**src/rtl/niosv_rst_seq_pkg.sv**
```systemverilog
// Shared types and default timing constants for the SoC reset / PLL lock sequencer.
package niosv_rst_seq_pkg;

   typedef enum logic [2:0] {
      ST_POR_HOLD  = 3'd0,
      ST_WAIT_LOCK = 3'd1,
      ST_STABLE    = 3'd2,
      ST_RUN       = 3'd3,
      ST_RETRY     = 3'd4,
      ST_FAULT     = 3'd5
   } seq_state_e;

   localparam int unsigned DEF_POR_CYCLES          = 128;
   localparam int unsigned DEF_ARESET_CYCLES       = 16;
   localparam int unsigned DEF_LOCK_TIMEOUT_CYCLES = 50000;
   localparam int unsigned DEF_LOCK_STABLE_CYCLES  = 1024;
   localparam int unsigned DEF_MAX_RETRIES         = 3;

endpackage

```
**src/rtl/rst_seq_sync2.sv**
```systemverilog
// Two-flop synchronizer, cleared asynchronously; also used as the reset release synchronizer.
module rst_seq_sync2 (
   input  logic clk,
   input  logic rst_n,
   input  logic d,
   output logic q
);

   logic meta_q;
   logic sync_q;

   always_ff @(posedge clk or negedge rst_n) begin
      if (!rst_n) begin
         meta_q <= 1'b0;
         sync_q <= 1'b0;
      end else begin
         meta_q <= d;
         sync_q <= meta_q;
      end
   end

   assign q = sync_q;

endmodule

```
**src/rtl/soc_reset_sequencer.sv**
```systemverilog
// PLL bring-up and SoC reset sequencer: holds the PLL in reset, waits for a stable
// lock with bounded retries, and releases the SoC only while the lock holds.
//
//   state        | meaning
//   POR_HOLD  0  | PLL held in reset after power-on / button reset
//   WAIT_LOCK 1  | PLL released, waiting for lock (with timeout)
//   STABLE    2  | lock seen, qualifying consecutive locked cycles
//   RUN       3  | SoC out of reset
//   RETRY     4  | PLL reset pulse before another lock attempt
//   FAULT     5  | retries exhausted, sticky until button reset
module soc_reset_sequencer
   import niosv_rst_seq_pkg::*;
#(
   parameter int unsigned POR_CYCLES          = DEF_POR_CYCLES,
   parameter int unsigned ARESET_CYCLES       = DEF_ARESET_CYCLES,
   parameter int unsigned LOCK_TIMEOUT_CYCLES = DEF_LOCK_TIMEOUT_CYCLES,
   parameter int unsigned LOCK_STABLE_CYCLES  = DEF_LOCK_STABLE_CYCLES,
   parameter int unsigned MAX_RETRIES         = DEF_MAX_RETRIES
) (
   input  logic       EXT_CLK_50MHz,
   input  logic       BTN_RESET_n,
   input  logic       pll_locked,
   input  logic       sw_reset_req,
   output logic       pll_areset,
   output logic       soc_reset_n,
   output logic [2:0] seq_state,
   output logic       lock_fault,
   output logic [1:0] retry_cnt
);

   localparam int unsigned POR_W = $clog2(POR_CYCLES + 1);
   localparam int unsigned AR_W  = $clog2(ARESET_CYCLES + 1);
   localparam int unsigned TMO_W = $clog2(LOCK_TIMEOUT_CYCLES + 1);
   localparam int unsigned STB_W = $clog2(LOCK_STABLE_CYCLES + 1);

   localparam logic [POR_W-1:0] POR_MAX   = POR_W'(POR_CYCLES);
   localparam logic [AR_W-1:0]  AR_MAX    = AR_W'(ARESET_CYCLES);
   localparam logic [TMO_W-1:0] TMO_MAX   = TMO_W'(LOCK_TIMEOUT_CYCLES);
   localparam logic [STB_W-1:0] STB_MAX   = STB_W'(LOCK_STABLE_CYCLES);
   localparam logic [1:0]       RETRY_MAX = 2'(MAX_RETRIES);

   logic rst_sync_n;
   logic lock_s;
   logic req_s;

   rst_seq_sync2 u_sync_rst  (.clk(EXT_CLK_50MHz), .rst_n(BTN_RESET_n), .d(1'b1),         .q(rst_sync_n));
   rst_seq_sync2 u_sync_lock (.clk(EXT_CLK_50MHz), .rst_n(rst_sync_n),  .d(pll_locked),   .q(lock_s));
   rst_seq_sync2 u_sync_req  (.clk(EXT_CLK_50MHz), .rst_n(rst_sync_n),  .d(sw_reset_req), .q(req_s));

   seq_state_e       state_q, state_d;
   logic [1:0]       retry_q, retry_d;
   logic [POR_W-1:0] por_cnt_q, por_cnt_d, por_inc;
   logic [AR_W-1:0]  ar_cnt_q, ar_cnt_d, ar_inc;
   logic [TMO_W-1:0] tmo_cnt_q, tmo_cnt_d, tmo_inc;
   logic [STB_W-1:0] stb_cnt_q, stb_cnt_d, stb_inc;
   logic             req_prev_q, req_prev_d;
   logic             req_rise;

   // Each increment is the cycle count including the current cycle, saturating at its limit.
   assign por_inc  = (por_cnt_q == POR_MAX) ? por_cnt_q : por_cnt_q + POR_W'(1);
   assign ar_inc   = (ar_cnt_q  == AR_MAX)  ? ar_cnt_q  : ar_cnt_q  + AR_W'(1);
   assign tmo_inc  = (tmo_cnt_q == TMO_MAX) ? tmo_cnt_q : tmo_cnt_q + TMO_W'(1);
   assign stb_inc  = (stb_cnt_q == STB_MAX) ? stb_cnt_q : stb_cnt_q + STB_W'(1);
   assign req_rise = req_s & ~req_prev_q;

   always_comb begin
      state_d    = state_q;
      retry_d    = retry_q;
      por_cnt_d  = '0;
      ar_cnt_d   = '0;
      tmo_cnt_d  = '0;
      stb_cnt_d  = '0;
      req_prev_d = req_s;
      case (state_q)
         ST_POR_HOLD: begin
            if (por_inc == POR_MAX) state_d = ST_WAIT_LOCK;
            else                    por_cnt_d = por_inc;
         end
         ST_WAIT_LOCK: begin
            if (lock_s) begin
               state_d = ST_STABLE;
            end else if (tmo_inc == TMO_MAX) begin
               if (retry_q < RETRY_MAX) begin
                  state_d = ST_RETRY;
                  retry_d = retry_q + 2'd1;
               end else begin
                  state_d = ST_FAULT;
               end
            end else begin
               tmo_cnt_d = tmo_inc;
            end
         end
         ST_STABLE: begin
            if (!lock_s) begin
               state_d = ST_WAIT_LOCK;
            end else if (stb_inc == STB_MAX) begin
               state_d = ST_RUN;
               retry_d = '0;
            end else begin
               stb_cnt_d = stb_inc;
            end
         end
         ST_RUN: begin
            if (!lock_s || req_rise) state_d = ST_RETRY;
         end
         ST_RETRY: begin
            if (ar_inc == AR_MAX) state_d = ST_WAIT_LOCK;
            else                  ar_cnt_d = ar_inc;
         end
         ST_FAULT: state_d = ST_FAULT;
         default:  state_d = ST_POR_HOLD;
      endcase
   end

   always_ff @(posedge EXT_CLK_50MHz or negedge rst_sync_n) begin
      if (!rst_sync_n) begin
         state_q    <= ST_POR_HOLD;
         retry_q    <= '0;
         por_cnt_q  <= '0;
         ar_cnt_q   <= '0;
         tmo_cnt_q  <= '0;
         stb_cnt_q  <= '0;
         req_prev_q <= 1'b0;
      end else begin
         state_q    <= state_d;
         retry_q    <= retry_d;
         por_cnt_q  <= por_cnt_d;
         ar_cnt_q   <= ar_cnt_d;
         tmo_cnt_q  <= tmo_cnt_d;
         stb_cnt_q  <= stb_cnt_d;
         req_prev_q <= req_prev_d;
      end
   end

   assign pll_areset  = (state_q == ST_POR_HOLD) || (state_q == ST_RETRY) || (state_q == ST_FAULT);
   assign soc_reset_n = (state_q == ST_RUN);
   assign lock_fault  = (state_q == ST_FAULT);
   assign seq_state   = state_q;
   assign retry_cnt   = retry_q;

endmodule
```
**config.mk**
```make
export PLATFORM = sky130hd
export DESIGN_NAME = soc_reset_sequencer
export DESIGN_NICKNAME = d
export VERILOG_FILES = /design/src/rtl/niosv_rst_seq_pkg.sv /design/src/rtl/rst_seq_sync2.sv /design/src/rtl/soc_reset_sequencer.sv
export SDC_FILE = /design/constraint.sdc
export NUM_CORES = 1
export LEC_CHECK = 0
export CELL_PAD_IN_SITES_DETAIL_PLACEMENT = 0
export CELL_PAD_IN_SITES_GLOBAL_PLACEMENT = 1
export CORE_ASPECT_RATIO = 1.2
export CORE_MARGIN = 2
export CORE_UTILIZATION = 53
export CTS_BUF_LIST = sky130_fd_sc_hd__clkbuf_2 sky130_fd_sc_hd__clkbuf_4 sky130_fd_sc_hd__clkbuf_8
export CTS_CLUSTER_DIAMETER = 200
export DETAILED_ROUTE_END_ITERATION = 7
export HOLD_SLACK_MARGIN = 0.06
export PLACE_DENSITY_LB_ADDON = 0.1
export SLEW_MARGIN = 20
export SYNTH_ARGS = -nofsm -noshare
export SYNTH_HDL_FRONTEND = slang
export SYNTH_SLANG_ARGS = --single-unit
```
**constraint.sdc**
```tcl
create_clock -name EXT_CLK_50MHz -period 3.6 [get_ports EXT_CLK_50MHz]
set_input_delay 0.36 -clock EXT_CLK_50MHz [delete_from_list [all_inputs] [get_ports EXT_CLK_50MHz]]
set_output_delay 0.36 -clock EXT_CLK_50MHz [all_outputs]
set_load 0.005 [all_outputs]
```
==> metrics.txt <==
status finished, final reports clean; CP bufs+invs 1; Ant. Diodes 0; Critical Path AT 3.04 ns; clock transition at the registers of the reported paths 0.10 ns; Port Buffers 11; postcts setup bufs 0; Primary FF master, synth dfrtp_1; Stages on worst setup path 9; area of placed instances 0.003146 mm^2; slowest CP cell or4b_1; Starting Density 53.98%; Hold Fails Final Rpt 0; total die area 0.006319 mm^2; FF-to-FF path depth 9; flops & latches, synth 52; Routed WL per cell 14.70 um; Die Y 86.68 um; Worst R2R Start ar_cnt_q[0]; critical path's top delay family compound AO/OA/AOI/OAI gates; Yosys warning count 0; Post-Route WL 5807 um; Least-Margin Pin Slew 0.6287 ns; cts hold-fix bufs 0; via density per instance 5.752; Clock Latency Late Sink 0.31 ns; worst-path fanout max 6; H-tree depth 2; setup violators final 0; Post-Syn Area per Cell 9.233 um^2; mapped cell area 0.003019 mm^2; synth unique cells 59; Max Cap Viol 0; Reg-to-Reg End seq_state[0]; worst path required time 3.81 ns; Power Density 291.2 mW/mm^2; Fill cells 521; CP Launch Type flop; Overflow after GRT 0; Peak VDD IR 0.0002924 V; Core ar. 0.005593 mm^2; FF+latch area 0.001305 mm^2; post-cts resize count 0; Ports 12; Root Buffer clkbuf_8; fin area 0.003238 mm^2; routability cong. 0.8642; Layout Nets 343; Detail Route Antenna Nets 0; area of the multi-input gates 0.001563 mm^2; Crit path largest cell delay 0.47 ns; CTS tree done; vias 2272; Final Critical Period 2.832 ns; Layout Area Growth over Synthesis 7.253%; pin count of the biggest net entering global routing 51; post-detail-place hpwl 4158 um; worst-path cell chain inv_2 > ha_1 > nand3b_1 > or4b_1 > a311oi_2 > a21oi_2 > a2111o_1 > or3b_1 > a22o_1; RSZ-0062 raised after global routing false; Slew HR 58.09%; vias in the first global route 2249; drt first pass iters 4; Post-synth ARST share 100.0%; Clock Skews 0.01226 ns; leakage 1.325 nW; Residual DRC 0; wire length of the first global-routing pass 10290 um; initial antenna violation count 0; CTS Buf Count 5; CTS Sinks 52; post-synthesis sequential area ratio 43.10%; CTS max path bufs 2; post-synthesis cell count 327; CP Capture Type flop; row cnt 30; number of synthesized flops with an enable pin 0; CP Class reg -> reg; fmax 353.1 MHz; Starting DRT DRC Count 84; fin crit share 78.66%; Tot GR Track Use 20.53%; final slew viol count 0; setup TNS 0 ns; worst reg-to-reg setup slack 0.77 ns; syn nets 340; share of layout cells above drive strength 1 5.438%; Die W 72.90 um; worst hold path type in -> async
## registers in the layout (all words and copies together) (netlist names)
signal              count
seq_state               3
u_sync_rst.q            1
tmo_cnt_q              16
u_sync_rst.meta_q       1
stb_cnt_q              11
req_prev_q              1
u_sync_lock.meta_q      1
retry_cnt               2
ar_cnt_q                5
u_sync_req.q            1
u_sync_req.meta_q       1
u_sync_lock.q           1
por_cnt_q               8
## report_power, final
part	switching (mW)	internal (mW)	total (mW)	leakage, nW
logic	0.00228	0.00340	0.00569	0.581
clock network	0.200	0.138	0.338	0.0445
registers	0.0117	0.588	0.599	0.700
total	0.214	0.729	0.943	1.33
## per-stage QoR
step / setup slack [ns] / std cells / total power [mW] / util, % / hold slack, ns
2_1_floorplan: 0.9702 / 327 / 0.6098 / - / 0.06441
3_3_place_gp: 0.8583 / 387 / 0.6172 / 56.24 / 0.3383
3_5_place_dp: 0.7888 / 387 / 0.6176 / 56.24 / 0.3387
4_1_cts: 0.7623 / 395 / 0.9594 / 57.85 / 0.1957
5_1_grt: 0.6140 / 395 / 0.9811 / 57.90 / 0.1952
6_report: 0.7683 / 395 / 0.9430 / 57.90 / 0.2057
## how the worst max path moves through the flow
stage	start	endpoint	slack (ns)
2_1_floorplan	ar_cnt_q[0]	seq_state[0]	0.97
3_3_place_gp	ar_cnt_q[0]	seq_state[0]	0.86
3_5_place_dp	ar_cnt_q[0]	seq_state[0]	0.79
4_1_cts	ar_cnt_q[0]	seq_state[0]	0.76
5_1_grt	ar_cnt_q[0]	seq_state[0]	0.61
6_report	ar_cnt_q[0]	seq_state[0]	0.77
## layer usage
layer | global-route usage (%) | up-vias | wire [um]
li1 | - | 1154 | -
met1 | 27.67 | 1077 | 2738
met2 | 33.47 | 34 | 2840
met3 | 3.372 | 7 | 138
met4 | 7.071 | 0 | 89
met5 | 0 | - | 0
## synthesized netlist by cell type (7+ instances only)
library cell / n / area [um^2]
dfrtp_1: 52 / 1301
nor2_1: 44 / 165.2
inv_1: 21 / 78.83
nand3_1: 19 / 95.09
xnor2_1: 18 / 157.7
nand2_1: 17 / 63.81
xor2_1: 15 / 131.4
clkbuf_1: 13 / 48.80
nand4_1: 12 / 75.07
ha_1: 9 / 112.6
nor3_1: 8 / 40.04
o21a_1: 8 / 60.06
a21oi_1: 7 / 35.03
## area by class of cell
| type | instances | area share [%] |
|---|---|---|
| clock inverter | 3 | 0.6569 |
| timing repair buffer | 12 | 3.632 |
| multi-input combinational | 237 | 48.26 |
| sequential | 52 | 40.30 |
| inverter | 22 | 2.550 |
| tap | 64 | 2.473 |
| clock buffer | 5 | 2.125 |
## cells in the final DEF, fill, tap and decap left out, drive strengths merged, types with 2 or more instances in the layout
cell type / netlist / final
dfrtp: 52 / 52
nor2: 44 / 44
inv: 22 / 23
nand3: 19 / 19
xnor2: 18 / 18
nand2: 17 / 17
xor2: 15 / 15
nand4: 12 / 12
clkdlybuf4s50: 0 / 11
ha: 9 / 9
nor3: 8 / 8
o21a: 8 / 8
a21oi: 8 / 8
o21ai: 6 / 6
mux2i: 5 / 5
nand2b: 5 / 5
clkbuf: 13 / 5
and4: 4 / 4
nand3b: 3 / 3
and2: 3 / 3
nor4: 3 / 3
a2bb2oi: 3 / 3
nor3b: 3 / 3
o211ai: 3 / 3
and3: 3 / 3
and3b: 3 / 3
or3: 3 / 3
nor4b: 2 / 2
and4b: 2 / 2
a21boi: 2 / 2
nor4bb: 2 / 2
nor2b: 2 / 2
or4: 2 / 2
or4b: 2 / 2
a311oi: 2 / 2
## kinds of logic after synthesis
kind of cell               count (synthesis)  synth area share [%]
muxes                                      5                 1.658
adders and majority gates                  9                 3.730
and+or+nand+nor                          144                 25.65
AOI/OAI and AO/OA                         45                 11.02
xor gates and xnor gates                  33                 9.573
buffers and inverters                     38                 5.139
DFF                                       52                 43.10
other                                      1                0.1242
Note: power is estimated with default switching activity, not from simulation.
